`src/rtl/instr_fetch_queue_pkg.sv`:
```
// Shared parameters, types and helpers for the instruction fetch queue.
// The queue stores whole cache lines. Dispatch reads one word at a time from the head.
`timescale 1ns/1ps
package instr_fetch_queue_pkg;

    localparam int XLEN       = 32;
    localparam int LINE_WORDS = 4;
    localparam int DEPTH      = 4;
    localparam int LINE_W     = XLEN * LINE_WORDS;

    // Row index width, plus one wrap bit so that full and empty can be told apart
    localparam int ROW_W = $clog2(DEPTH);
    localparam int PTR_W = ROW_W + 1;

    // Word offset inside a line, and the byte layout of addresses
    localparam int OFF_W         = $clog2(LINE_WORDS);
    localparam int WORD_BYTES    = XLEN / 8;
    localparam int BYTE_OFF_W    = $clog2(WORD_BYTES);
    localparam int LINE_BYTES    = WORD_BYTES * LINE_WORDS;
    localparam int LINE_ADDR_LSB = OFF_W + BYTE_OFF_W;

    typedef logic [XLEN-1:0]   addr_t;
    typedef logic [XLEN-1:0]   word_t;
    typedef logic [LINE_W-1:0] line_t;
    typedef logic [PTR_W-1:0]  ptr_t;
    typedef logic [OFF_W-1:0]  off_t;

    // The read pointer is a row pointer (with wrap bit) plus a word offset in that row
    typedef struct packed {
        ptr_t row;
        off_t off;
    } rd_ptr_t;

    // Clear the word and byte offset bits so the address points at the start of its line
    function automatic addr_t alignLine(input addr_t addr);
        return {addr[XLEN-1:LINE_ADDR_LSB], {LINE_ADDR_LSB{1'b0}}};
    endfunction

    // Return the word offset of an address within its cache line
    function automatic off_t lineOffset(input addr_t addr);
        return addr[LINE_ADDR_LSB-1:BYTE_OFF_W];
    endfunction

    // Pick word k out of a line; word k sits at bits [XLEN*k +: XLEN]
    function automatic word_t selectWord(input line_t line, input off_t off);
        return line[off*XLEN +: XLEN];
    endfunction

    // The row pointers are equal except for the wrap bit, so every row holds unread data
    function automatic logic ptrFull(input ptr_t wrPtr, input ptr_t rdRow);
        return (wrPtr[ROW_W-1:0] == rdRow[ROW_W-1:0]) && (wrPtr[ROW_W] != rdRow[ROW_W]);
    endfunction

    // The row pointers are identical, including the wrap bit
    function automatic logic ptrEmpty(input ptr_t wrPtr, input ptr_t rdRow);
        return wrPtr == rdRow;
    endfunction

endpackage

```
`src/rtl/instr_fetch_queue.sv`:
```
// Instruction fetch queue between the instruction cache and dispatch.
// It fetches whole lines into a circular row buffer and hands out one instruction per read.
// A jump or branch flushes the buffer and restarts fetch at the line that holds the target.
`timescale 1ns/1ps
module instr_fetch_queue
    import instr_fetch_queue_pkg::*;
(
    input  logic              clk,
    input  logic              rst,
    output logic [XLEN-1:0]   pc_in,
    output logic              cache_rd_en,
    output logic              cache_abort,
    input  logic [LINE_W-1:0] dout,
    input  logic              dout_valid,
    output logic [XLEN-1:0]   pc_out,
    output logic [XLEN-1:0]   inst,
    output logic              empty,
    output logic              IFQ_FULL,
    input  logic              inst_rd_en,
    input  logic [XLEN-1:0]   jmp_branch_address,
    input  logic              jmp_branch_valid
);

    // Pointer and program-counter state
    ptr_t    wrPtr_q, wrPtr_d;
    rd_ptr_t rdPtr_q, rdPtr_d;
    addr_t   fetchPc_q, fetchPc_d;
    addr_t   headPc_q, headPc_d;

    // Line storage; it holds data only, so it needs no reset
    line_t rows_q [DEPTH];

    logic             isFull;
    logic             isEmpty;
    logic             doWrite;
    logic             doRead;
    logic [ROW_W-1:0] wrRow;
    logic [ROW_W-1:0] rdRow;
    off_t             lastOff;

    assign wrRow   = wrPtr_q[ROW_W-1:0];
    assign rdRow   = rdPtr_q.row[ROW_W-1:0];
    assign lastOff = off_t'(LINE_WORDS - 1);

    assign isFull  = ptrFull(wrPtr_q, rdPtr_q.row);
    assign isEmpty = ptrEmpty(wrPtr_q, rdPtr_q.row);

    // A redirect blocks the cache request in the same cycle and aborts any read in flight
    assign cache_rd_en = !isFull && !jmp_branch_valid;
    assign cache_abort = jmp_branch_valid;

    // A redirect overrides both the read and the write; doWrite is already gated by cache_rd_en
    assign doWrite = cache_rd_en && dout_valid;
    assign doRead  = inst_rd_en && !isEmpty && !jmp_branch_valid;

    assign pc_in    = fetchPc_q;
    assign pc_out   = headPc_q;
    assign inst     = selectWord(rows_q[rdRow], rdPtr_q.off);
    assign empty    = isEmpty;
    assign IFQ_FULL = isFull;

    // Compute the next pointers and PCs; a redirect takes priority over read and write
    always_comb begin
        wrPtr_d   = wrPtr_q;
        rdPtr_d   = rdPtr_q;
        fetchPc_d = fetchPc_q;
        headPc_d  = headPc_q;

        if (jmp_branch_valid) begin
            // Flush by moving the read row to the write row.
            // Fetch then restarts at the aligned line, and the head skips the words before the target.
            rdPtr_d.row = wrPtr_q;
            rdPtr_d.off = lineOffset(jmp_branch_address);
            fetchPc_d   = alignLine(jmp_branch_address);
            headPc_d    = jmp_branch_address;
        end else begin
            if (doWrite) begin
                wrPtr_d   = wrPtr_q + 1'b1;
                fetchPc_d = fetchPc_q + addr_t'(LINE_BYTES);
            end
            if (doRead) begin
                rdPtr_d.off = rdPtr_q.off + 1'b1;
                headPc_d    = headPc_q + addr_t'(WORD_BYTES);
                if (rdPtr_q.off == lastOff) begin
                    rdPtr_d.row = rdPtr_q.row + 1'b1;
                end
            end
        end
    end

    // Pointer and PC registers; reset empties the queue and restarts fetch at address zero
    always_ff @(posedge clk or negedge rst) begin
        if (!rst) begin
            wrPtr_q   <= '0;
            rdPtr_q   <= '0;
            fetchPc_q <= '0;
            headPc_q  <= '0;
        end else begin
            wrPtr_q   <= wrPtr_d;
            rdPtr_q   <= rdPtr_d;
            fetchPc_q <= fetchPc_d;
            headPc_q  <= headPc_d;
        end
    end

    // Capture an accepted cache line into the row at the write pointer
    always_ff @(posedge clk) begin
        if (doWrite) begin
            rows_q[wrRow] <= dout;
        end
    end

endmodule

```
`config.mk`:
```
export PLATFORM = sky130hd
export DESIGN_NAME = instr_fetch_queue
export DESIGN_NICKNAME = d
export VERILOG_FILES = /design/src/rtl/instr_fetch_queue_pkg.sv /design/src/rtl/instr_fetch_queue.sv
export SDC_FILE = /design/constraint.sdc
export NUM_CORES = 1
export LEC_CHECK = 0
export CAP_MARGIN = 20
export CORE_AREA = 2 2 284 286
export DETAILED_ROUTE_END_ITERATION = 10
export DIE_AREA = 0 0 286 288
export MAX_ROUTING_LAYER = met4
export SLEW_MARGIN = 20
export SYNTH_ARGS = -nofsm -noshare
export SYNTH_HDL_FRONTEND = slang
export SYNTH_SLANG_ARGS = --single-unit
```
`constraint.sdc`:
```
create_clock -name clk -period 6.6 [get_ports clk]
set_input_delay 1.65 -clock clk [delete_from_list [all_inputs] [get_ports clk]]
set_output_delay 1.65 -clock clk [all_outputs]
set_load 0.005 [all_outputs]
```
==> flow_metrics.tcl, run 1 <==
set metrics [dict create \
    outcome "finished, final reports clean" \
    drtIter0Drc 1207 \
    combPwrFrac_pct 28.0 \
    netlist_area_sq_um 23680 \
    swShare_pct 28.55 \
    synth_warnings 0 \
    power_per_cell_area_nw_per_um2 395.3 \
    setup_violations 0 \
    critPathSlowestCell "dfrtp_4" \
    port_buffers 260 \
    crit_family "multiplexers" \
    power_mw 11.73 \
    seqPwrFrac_pct 41.8 \
    insertion_delay_ns 0.60 \
    ir_worst_vdd_mv 0.2829 \
    max_freq_mhz 186.3 \
    avgRoutedWirePerCell_um 21.98 \
    synth_top_area_share_pct 64.94 \
    final_nets 1675 \
    cts-root-buf "clkbuf_16" \
    setup_tns_ns 0 \
    cts_made_buffers 66 \
    cp.required_ns 4.95 \
    cts_tree "done" \
    path_clk_slew_ns 0.06 \
    yosys_register_bits 580 \
    crit_buf_inv 2 \
    switching_power_mw 3.348 \
    finalHoldViolCount 0 \
    critPathMaxFanout 52 \
    endpoint_kind "output pin" \
    drtPass1Iterations 5 \
    die_w_um 286 \
    leakage_nw 9.392 \
    rsz0062_at_grt "false" \
    slew_headroom_pct 30.43 \
    grt_pass1_vias 13550 \
    synth_fa_ha_area_share_pct 0.4228 \
    ys_types 51 \
    area_growth_pct 25.28 \
    avgSynthCellArea_sq_um 19.25 \
    cts_max_level 3 \
    synth_edf_count 512 \
    maxCapViolCount 0 \
    fin_skew_ns 0.01649 \
    min_path_type "register to register" \
    yosys.area_share.xor_xnor_pct 0.7029 \
    synth-simple-area-share_pct 5.491 \
    ios 265 \
    critical_path.cell_chain "buf_12, mux4_2, mux4_2, clkdlybuf4s50_1" \
    drive_above_1_share_pct 19.87 \
    yosysMostFrequentCell "edfxtp_1" \
    ys_seq_area_share_pct 72.13 \
    critical_path_class "register to output pin" \
    synth_top_area_cell "edfxtp_1" \
    cts_resized 0 \
    synthCells 1230 \
    cts_sinks 580 \
    ys.flop_type "edfxtp_1" \
    die_height_um 288 \
    start_kind "register" \
    clock_path_buffers 3 \
    placed_cells 2494 \
    antenna_found_initial 11 \
    dp_hpwl_um 35250 \
    crit_top_cell "mux4_2" \
    hold_buffers 0 \
    synth_commonest_cells "edfxtp_1, mux4_2, dfrtp_1, clkbuf_1, nor2_1" \
    vias 13054 \
    design_area_sq_um 29660 \
    synth_mux_area_share_pct 15.92 \
    drc 0 \
    r2r_slack_ns 3.04 \
    p_int_mw 8.378 \
    initial_core_util_pct 29.73 \
    track_usage_pct 14.35 \
    post_dp_cell_area_sq_um 27520 \
    layout.cells.non_filler 2620 \
    p_clk_share_pct 30.3 \
    via_per_inst 4.982 \
    worst_slew_pin_slew_ns 1.044 \
    grt-ovfl-total 0 \
    synthArstFlopShare_pct 11.72 \
    holdWs_ns 0.5083 \
    row_count 104 \
    finalWirelength_um 57590 \
    crit_arrival_ns 3.72 \
    grt_first_pass_wirelength_um 86270 \
    fin_crit_sh_pct 81.32 \
    min_period_ns 5.367 \
    gp_congestion 0.8770 \
    grt_max_degree 132 \
    die-area_sq_um 82370 \
    maxSlewViolCount 0 \
    max_stage_delay_ns 0.99 \
    postRouteAntennaNets 0 \
    ys_top_cells_by_area "edfxtp_1, mux4_2, dfrtp_1" \
    core_area_sq_um 79640 \
    synth-compound-area-share_pct 3.620 \
    synth_top_family_by_area "multiplexers" \
    cts_setup_buffers 0 \
]
placed cells by master, fill, tap and decap left out, drive strengths merged, types with 8 or more instances in the layout:
cell type,instances
nor2b,8
a31oi,24
nand3,21
mux2,12
edfxtp,512
clkinv,29
o31ai,19
clkdlybuf4s50,258
o21ai,17
nand2,34
and4,12
clkbuf,75
inv,17
a211oi,19
nor4,28
dfrtp,68
xnor2,13
diode,10
nor2,46
or3,10
or4,15
nor3,15
buf,22
nand4,23
ha,8
mux4,160
kinds of logic after synthesis:
logic type / after synthesis
xor+xnor: 19
simple gates: 236
buf+inv: 93
flops: 580
fa+ha+maj: 8
compound gates: 118
mux: 175
other cells: 1
area by class of cell:
type / instances / area [sq um]
Antenna cell: 10 / 25.02
Clock buffer: 75 / 1707
Clock inverter: 41 / 412.9
Fill cell: 7377 / 49980
Inverter: 14 / 52.55
Multi-Input combinational cell: 560 / 6217
Sequential cell: 580 / 17090
Tap cell: 1060 / 1326
Timing Repair Buffer: 280 / 2830
sequential cells by signal (all words and copies together), names as in the netlist:
register  count
wrPtr_q       3
pc_out       32
rows_q      512
pc_in        28
rdPtr_q       5
metal layers:
layer / global-route usage, % / vias up / part of all wire (%) / wire length (um)
met5: - / - / 0 / 0
met1: 18.46 / 6769 / 43 / 24580
met3: 3.978 / 92 / 7.6 / 4355
met2: 22.15 / 497 / 48 / 27460
met4: 4.346 / 0 / 2.1 / 1197
li1: - / 5696 / - / -
power by group through the flow:
stage	registers, mW	clock network [mW]	logic [mW]
CTS	4.92	3.68	3.35
detailed placement	4.99	0	3.34
floorplan	4.74	0	2.16
finish	4.90	3.55	3.28
global route	4.96	3.80	3.54
global placement	4.98	0	3.32
worst register-to-register path: cells and delay by family, from the launching register on:
family,cells,cell delay (ns)
compound gates,1,0.40
xor+xnor,1,0.46
buf+inv,1,0.54
flops,1,0.99
simple gates,1,0.73
worst paths after layout:
kind,startpoint,endpoint,depth (start not counted)
max reg2reg,rdPtr_q[2]$_DFFE_PN0P_,rows_q[0][76]$_DFFE_PP_,4
min,pc_out[1]$_DFFE_PN0P_,pc_out[1]$_DFFE_PN0P_,1
min in group asynchronous,rst,pc_in[28]$_DFFE_PN0P_,1
min reg2reg,pc_out[1]$_DFFE_PN0P_,pc_out[1]$_DFFE_PN0P_,1
max,rdPtr_q[2]$_DFFE_PN0P_,inst[2],4
max in group asynchronous,rst,rdPtr_q[0]$_DFFE_PN0P_,2
stage by stage:
step	utilization (%)	worst slack (ns)
floorplan	-	1.117
global placement	34.55	1.723
global route	37.24	0.8697
detailed placement	34.55	1.715
CTS	37.21	1.062
finish	37.24	1.233
(Power assumes the default switching activity.)
==> inputs of run 2 (changes only) <==
- clock period: 6.6 -> 5.2 ns (I/O delays scaled with it)
==> run 2 against run 1 <==
  * Worst hold slack improved by 0.0011 ns
  * Worst setup slack got worse by 0.73 ns
  * Non-clock buffer count up 10
  * Cell count grew 0.27%
==> flow_metrics.tcl, run 2 (synthesized netlist as in run 1, its figures left out) <==
set metrics [dict create \
    avgRoutedWirePerCell_um 21.77 \
    dp_hpwl_um 36060 \
    cts_resized 0 \
    finalWorstSetupSlack_ns 0.5008 \
    insertion_delay_ns 0.59 \
    row_count 104 \
    cts_sinks 580 \
    cts_max_level 3 \
    area_growth_pct 25.86 \
    ir_worst_vdd_mv 0.2590 \
    postRouteAntennaNets 0 \
    cts_made_buffers 66 \
    clock_path_buffers 3 \
    setup_tns_ns 0 \
    num-fill-cells 7365 \
    critPathSlowestCell "dfrtp_4" \
    finalHoldViolCount 0 \
    die_w_um 286 \
    initial_core_util_pct 29.73 \
    endpoint_kind "output pin" \
    fin_crit_sh_pct 90.37 \
    grt_first_pass_wirelength_um 86050 \
    antenna_found_initial 10 \
    die-area_sq_um 82370 \
    cts_setup_buffers 0 \
    met1_usage_pct 18.17 \
    final_nets 1685 \
    gp_congestion 0.8971 \
    most-common-layout-cells "edfxtp_1, clkdlybuf4s50_1, mux4_2" \
    grt_pass1_vias 13557 \
    ios 265 \
    busiest_layer "met2" \
    slew_headroom_pct 33.40 \
    grt_max_degree 93 \
    leakage_nw 9.469 \
    start_kind "register" \
    cts_tree "done" \
    layout_commonest_cell "edfxtp_1" \
    grt-ovfl-total 0 \
    max_freq_mhz 212.8 \
    vias 13117 \
    drive_above_1_share_pct 20.08 \
    min_path_type "register to register" \
    maxCapViolCount 0 \
    cp.required_ns 3.90 \
    crit_top_cell "mux4_2" \
    design_area_sq_um 29800 \
    drtIter0Drc 1212 \
    met2_usage_pct 22.46 \
    port_buffers 260 \
    drc 0 \
    die_height_um 288 \
    critical_path.cell_chain "buf_12, mux4_2, mux4_2, clkdlybuf4s50_1" \
    track_usage_pct 14.26 \
    outcome "finished, final reports clean" \
    hold_buffers 0 \
    critPathMaxFanout 39 \
    top_register "rows_q" \
    drtPass1Iterations 5 \
    core_area_sq_um 79640 \
    critical_path_class "register to output pin" \
    min_period_ns 4.699 \
    post_dp_cell_area_sq_um 27640 \
    worst_slew_pin_slew_ns 0.9990 \
    power_per_cell_area_nw_per_um2 502.8 \
    path_clk_slew_ns 0.05 \
    grt_use_met3_pct 3.700 \
    max_stage_delay_ns 0.78 \
    rsz0062_at_grt "false" \
    largest_reg_flops 512 \
    maxSlewViolCount 0 \
    place_ws_ns 1.062 \
    via_per_inst 4.993 \
    cts-root-buf "clkbuf_16" \
    fin_skew_ns 0.01627 \
    setup_violations 0 \
    crit_arrival_ns 3.40 \
    finalWirelength_um 57200 \
]
-- run 2: area by class of cell --
class / instances / area [sq um] / share of cell area [%]
Clock buffer: 83 / 1778 / 5.967
Antenna cell: 8 / 20.02 / 0.06718
Timing Repair Buffer: 290 / 2955 / 9.918
Clock inverter: 32 / 359.1 / 1.205
Inverter: 14 / 52.55 / 0.1764
Tap cell: 1060 / 1326 / 4.451
Sequential cell: 580 / 17090 / 57.35
Multi-Input combinational cell: 560 / 6217 / 20.87
-- run 2: critical path: cells and delay by family (launching register included) --
kind	cells	cell delay [ns]
mux	2	1.03
buf+inv	2	0.91
flops	1	0.78
-- run 2: where the power goes --
group	switching [mW]	total [mW]	internal [mW]
Sequential	0.488	6.18	5.69
Combinational	1.89	4.25	2.36
Clock	1.85	4.55	2.70
-- run 2: path summary, 6_finish.rpt --
check                                             from                 endpoint  slack, ns  depth (start not counted)
worst max-delay path            rdPtr_q[2]$_DFFE_PN0P_                  inst[8]       0.50                          4
worst min-delay path             pc_out[0]$_DFFE_PN0P_    pc_out[0]$_DFFE_PN0P_       0.51                          1
worst max register to register  rdPtr_q[2]$_DFFE_PN0P_  rows_q[3][49]$_DFFE_PP_       2.10                          4
worst min register to register   pc_out[0]$_DFFE_PN0P_    pc_out[0]$_DFFE_PN0P_       0.51                          1
max in group asynchronous                          rst   rdPtr_q[0]$_DFFE_PN0P_       3.51                          2
min in group asynchronous                          rst    pc_in[11]$_DFFE_PN0P_       0.84                          1
-- run 2: metal layers --
layer  vias to the layer above  wire length [um]
li1                       5738                 -
met1                      6824             24270
met2                       464             27470
met3                        91              4321
met4                         0              1135
met5                         -                 0
-- run 2: through the flow --
stage / total power, mW / utilization [%] / cells / hold WS [ns]
after floorplan: 8.755 / - / 1233 / 0.5055
after global placement: 10.59 / 34.71 / 2504 / 0.4915
after detailed placement: 10.65 / 34.71 / 2504 / 0.5024
after CTS: 15.27 / 37.39 / 2619 / 0.5146
after global routing: 15.72 / 37.42 / 2627 / 0.5297
final: 14.98 / 37.42 / 2627 / 0.5094
==> inputs of run 3 (changes only) <==
- clock period: 5.2 -> 5.3 ns (I/O delays scaled with it)
==> run 3 against run 2 <==
  * Non-clock buffer count is 3 lower
  * Largest power group unchanged
  * Count of clock-buffer cells in the layout is 1 lower
  * Critical path type unchanged
  * Worst hold slack worse by 0.0027 ns
==> flow_metrics.tcl, run 3 (synthesized netlist as in run 1, its figures left out) <==
set metrics [dict create \
    leakage_nw 9.476 \
    cts_max_level 3 \
    finalHoldViolCount 0 \
    antenna_found_initial 12 \
    cts_sinks 580 \
    initial_core_util_pct 29.73 \
    avgRoutedWirePerCell_um 21.94 \
    startpoint "rdPtr_q[2]$_DFFE_PN0P_" \
    post_dp_cell_area_sq_um 27620 \
    p_clk_share_pct 30.8 \
    rsz0062_at_grt "false" \
    worstHoldPathCells 1 \
    r2r_slack_ns 2.01 \
    fin_skew_ns 0.02386 \
    cts_resized 0 \
    top_register "rows_q" \
    layout_commonest_cell "edfxtp_1" \
    max_freq_mhz 221.0 \
    row_count 104 \
    largest_reg_flops 512 \
    hold_buffers 0 \
    min_path_type "register to register" \
    design_area_sq_um 29860 \
    cts_setup_buffers 0 \
    combPwrFrac_pct 29.3 \
    endpoint_kind "output pin" \
    cts_made_buffers 67 \
    slew_headroom_pct 28.38 \
    clock_path_buffers 3 \
    cts-root-buf "clkbuf_16" \
    whs_endpoint "pc_out[1]$_DFFE_PN0P_" \
    postRouteAntennaNets 0 \
    port_buffers 260 \
    grt-ovfl-total 0 \
    via_per_inst 4.952 \
    maxCapViolCount 0 \
    maxSlewViolCount 0 \
    finalWirelength_um 57740 \
    gp_congestion 0.9010 \
    outcome "finished, final reports clean" \
    setup_violations 0 \
    seqPwrFrac_pct 39.9 \
    critical_path_class "register to output pin" \
    fin_crit_sh_pct 85.39 \
    die-area_sq_um 82370 \
    insertion_delay_ns 0.60 \
    power_per_cell_area_nw_per_um2 495.8 \
    min_period_ns 4.526 \
    ios 265 \
    most-common-layout-cells "edfxtp_1, clkdlybuf4s50_1, mux4_2" \
    crit_arrival_ns 3.20 \
    cp.required_ns 3.97 \
    num-fill-cells 7368 \
    worst_slew_pin_slew_ns 1.067 \
    p_int_mw 10.61 \
    r2r.worst_path.cells 5 \
    drtPass1Iterations 6 \
    die_height_um 288 \
    cts_tree "done" \
    grt_max_degree 132 \
    die_w_um 286 \
    r2r-end "rows_q[3][10]$_DFFE_PP_" \
    area_growth_pct 26.12 \
    start_kind "register" \
    dp_hpwl_um 35660 \
    switching_power_mw 4.191 \
    ir_worst_vdd_mv 0.3214 \
    drive_above_1_share_pct 20.27 \
    grt_pass1_vias 13678 \
    vias 13033 \
    core_area_sq_um 79640 \
    critPathMaxFanout 76 \
    drtIter0Drc 1265 \
    path_clk_slew_ns 0.06 \
    drc 0 \
    hold_start "pc_out[1]$_DFFE_PN0P_" \
    crit-reg2reg-launch "rdPtr_q[3]$_DFFE_PN0P_" \
    final_nets 1683 \
    track_usage_pct 14.41 \
    setup_tns_ns 0 \
    swShare_pct 28.31 \
    grt_first_pass_wirelength_um 86820 \
]
-- run 3: how the worst max path moves through the flow --
stage	endpoint	slack, ns
finish	inst[23]	0.77
global route	inst[23]	0.57
CTS	inst[23]	0.64
detailed placement	inst[23]	1.29
global placement	inst[23]	1.32
floorplan	rows_q[3][0]$_DFFE_PP_	0.14
-- run 3: worst max-delay path: stages (launching register included) --
cell             delay (ns)
dfrtp_4                0.46
buf_12                 0.49
mux4_2                 0.59
mux4_2                 0.49
clkdlybuf4s50_1        0.56
-- run 3: power groups by stage --
stage / combinational (mW) / clock (mW) / sequential, mW
2_1_floorplan: 2.69 / 0 / 5.90
3_3_place_gp: 4.42 / 0 / 5.97
3_5_place_dp: 4.44 / 0 / 6.00
4_1_cts: 4.47 / 4.70 / 5.91
5_1_grt: 4.71 / 4.88 / 5.96
6_report: 4.34 / 4.55 / 5.91
-- run 3: cell type report --
class / count / area, sq um / area share [%]
clock buffer: 82 / 1753 / 5.871
inverter: 14 / 52.55 / 0.1760
clock inverter: 36 / 455.4 / 1.525
sequential: 580 / 17090 / 57.23
tap: 1060 / 1326 / 4.442
antenna: 13 / 32.53 / 0.1090
timing repair buffer: 287 / 2933 / 9.822
multi-input combinational: 560 / 6217 / 20.82
-- run 3: metrics by stage --
| step | instances | hold slack (ns) | utilization (%) | total power, mW | setup WS, ns |
|---|---|---|---|---|---|
| finish | 2632 | 0.5067 | 37.49 | 14.80 | 0.7743 |
| global placement | 2501 | 0.4906 | 34.68 | 10.40 | 1.324 |
| detailed placement | 2501 | 0.5005 | 34.68 | 10.44 | 1.288 |
| global route | 2630 | 0.5485 | 37.49 | 15.54 | 0.5681 |
| floorplan | 1233 | 0.5055 | - | 8.590 | 0.1423 |
| CTS | 2619 | 0.5141 | 37.45 | 15.07 | 0.6403 |
-- run 3: routing by layer --
layer	GRT usage, %	wire (um)
met1	18.46	24870
met2	22.23	27040
met3	4.414	4706
met4	3.861	1119
met5	-	0
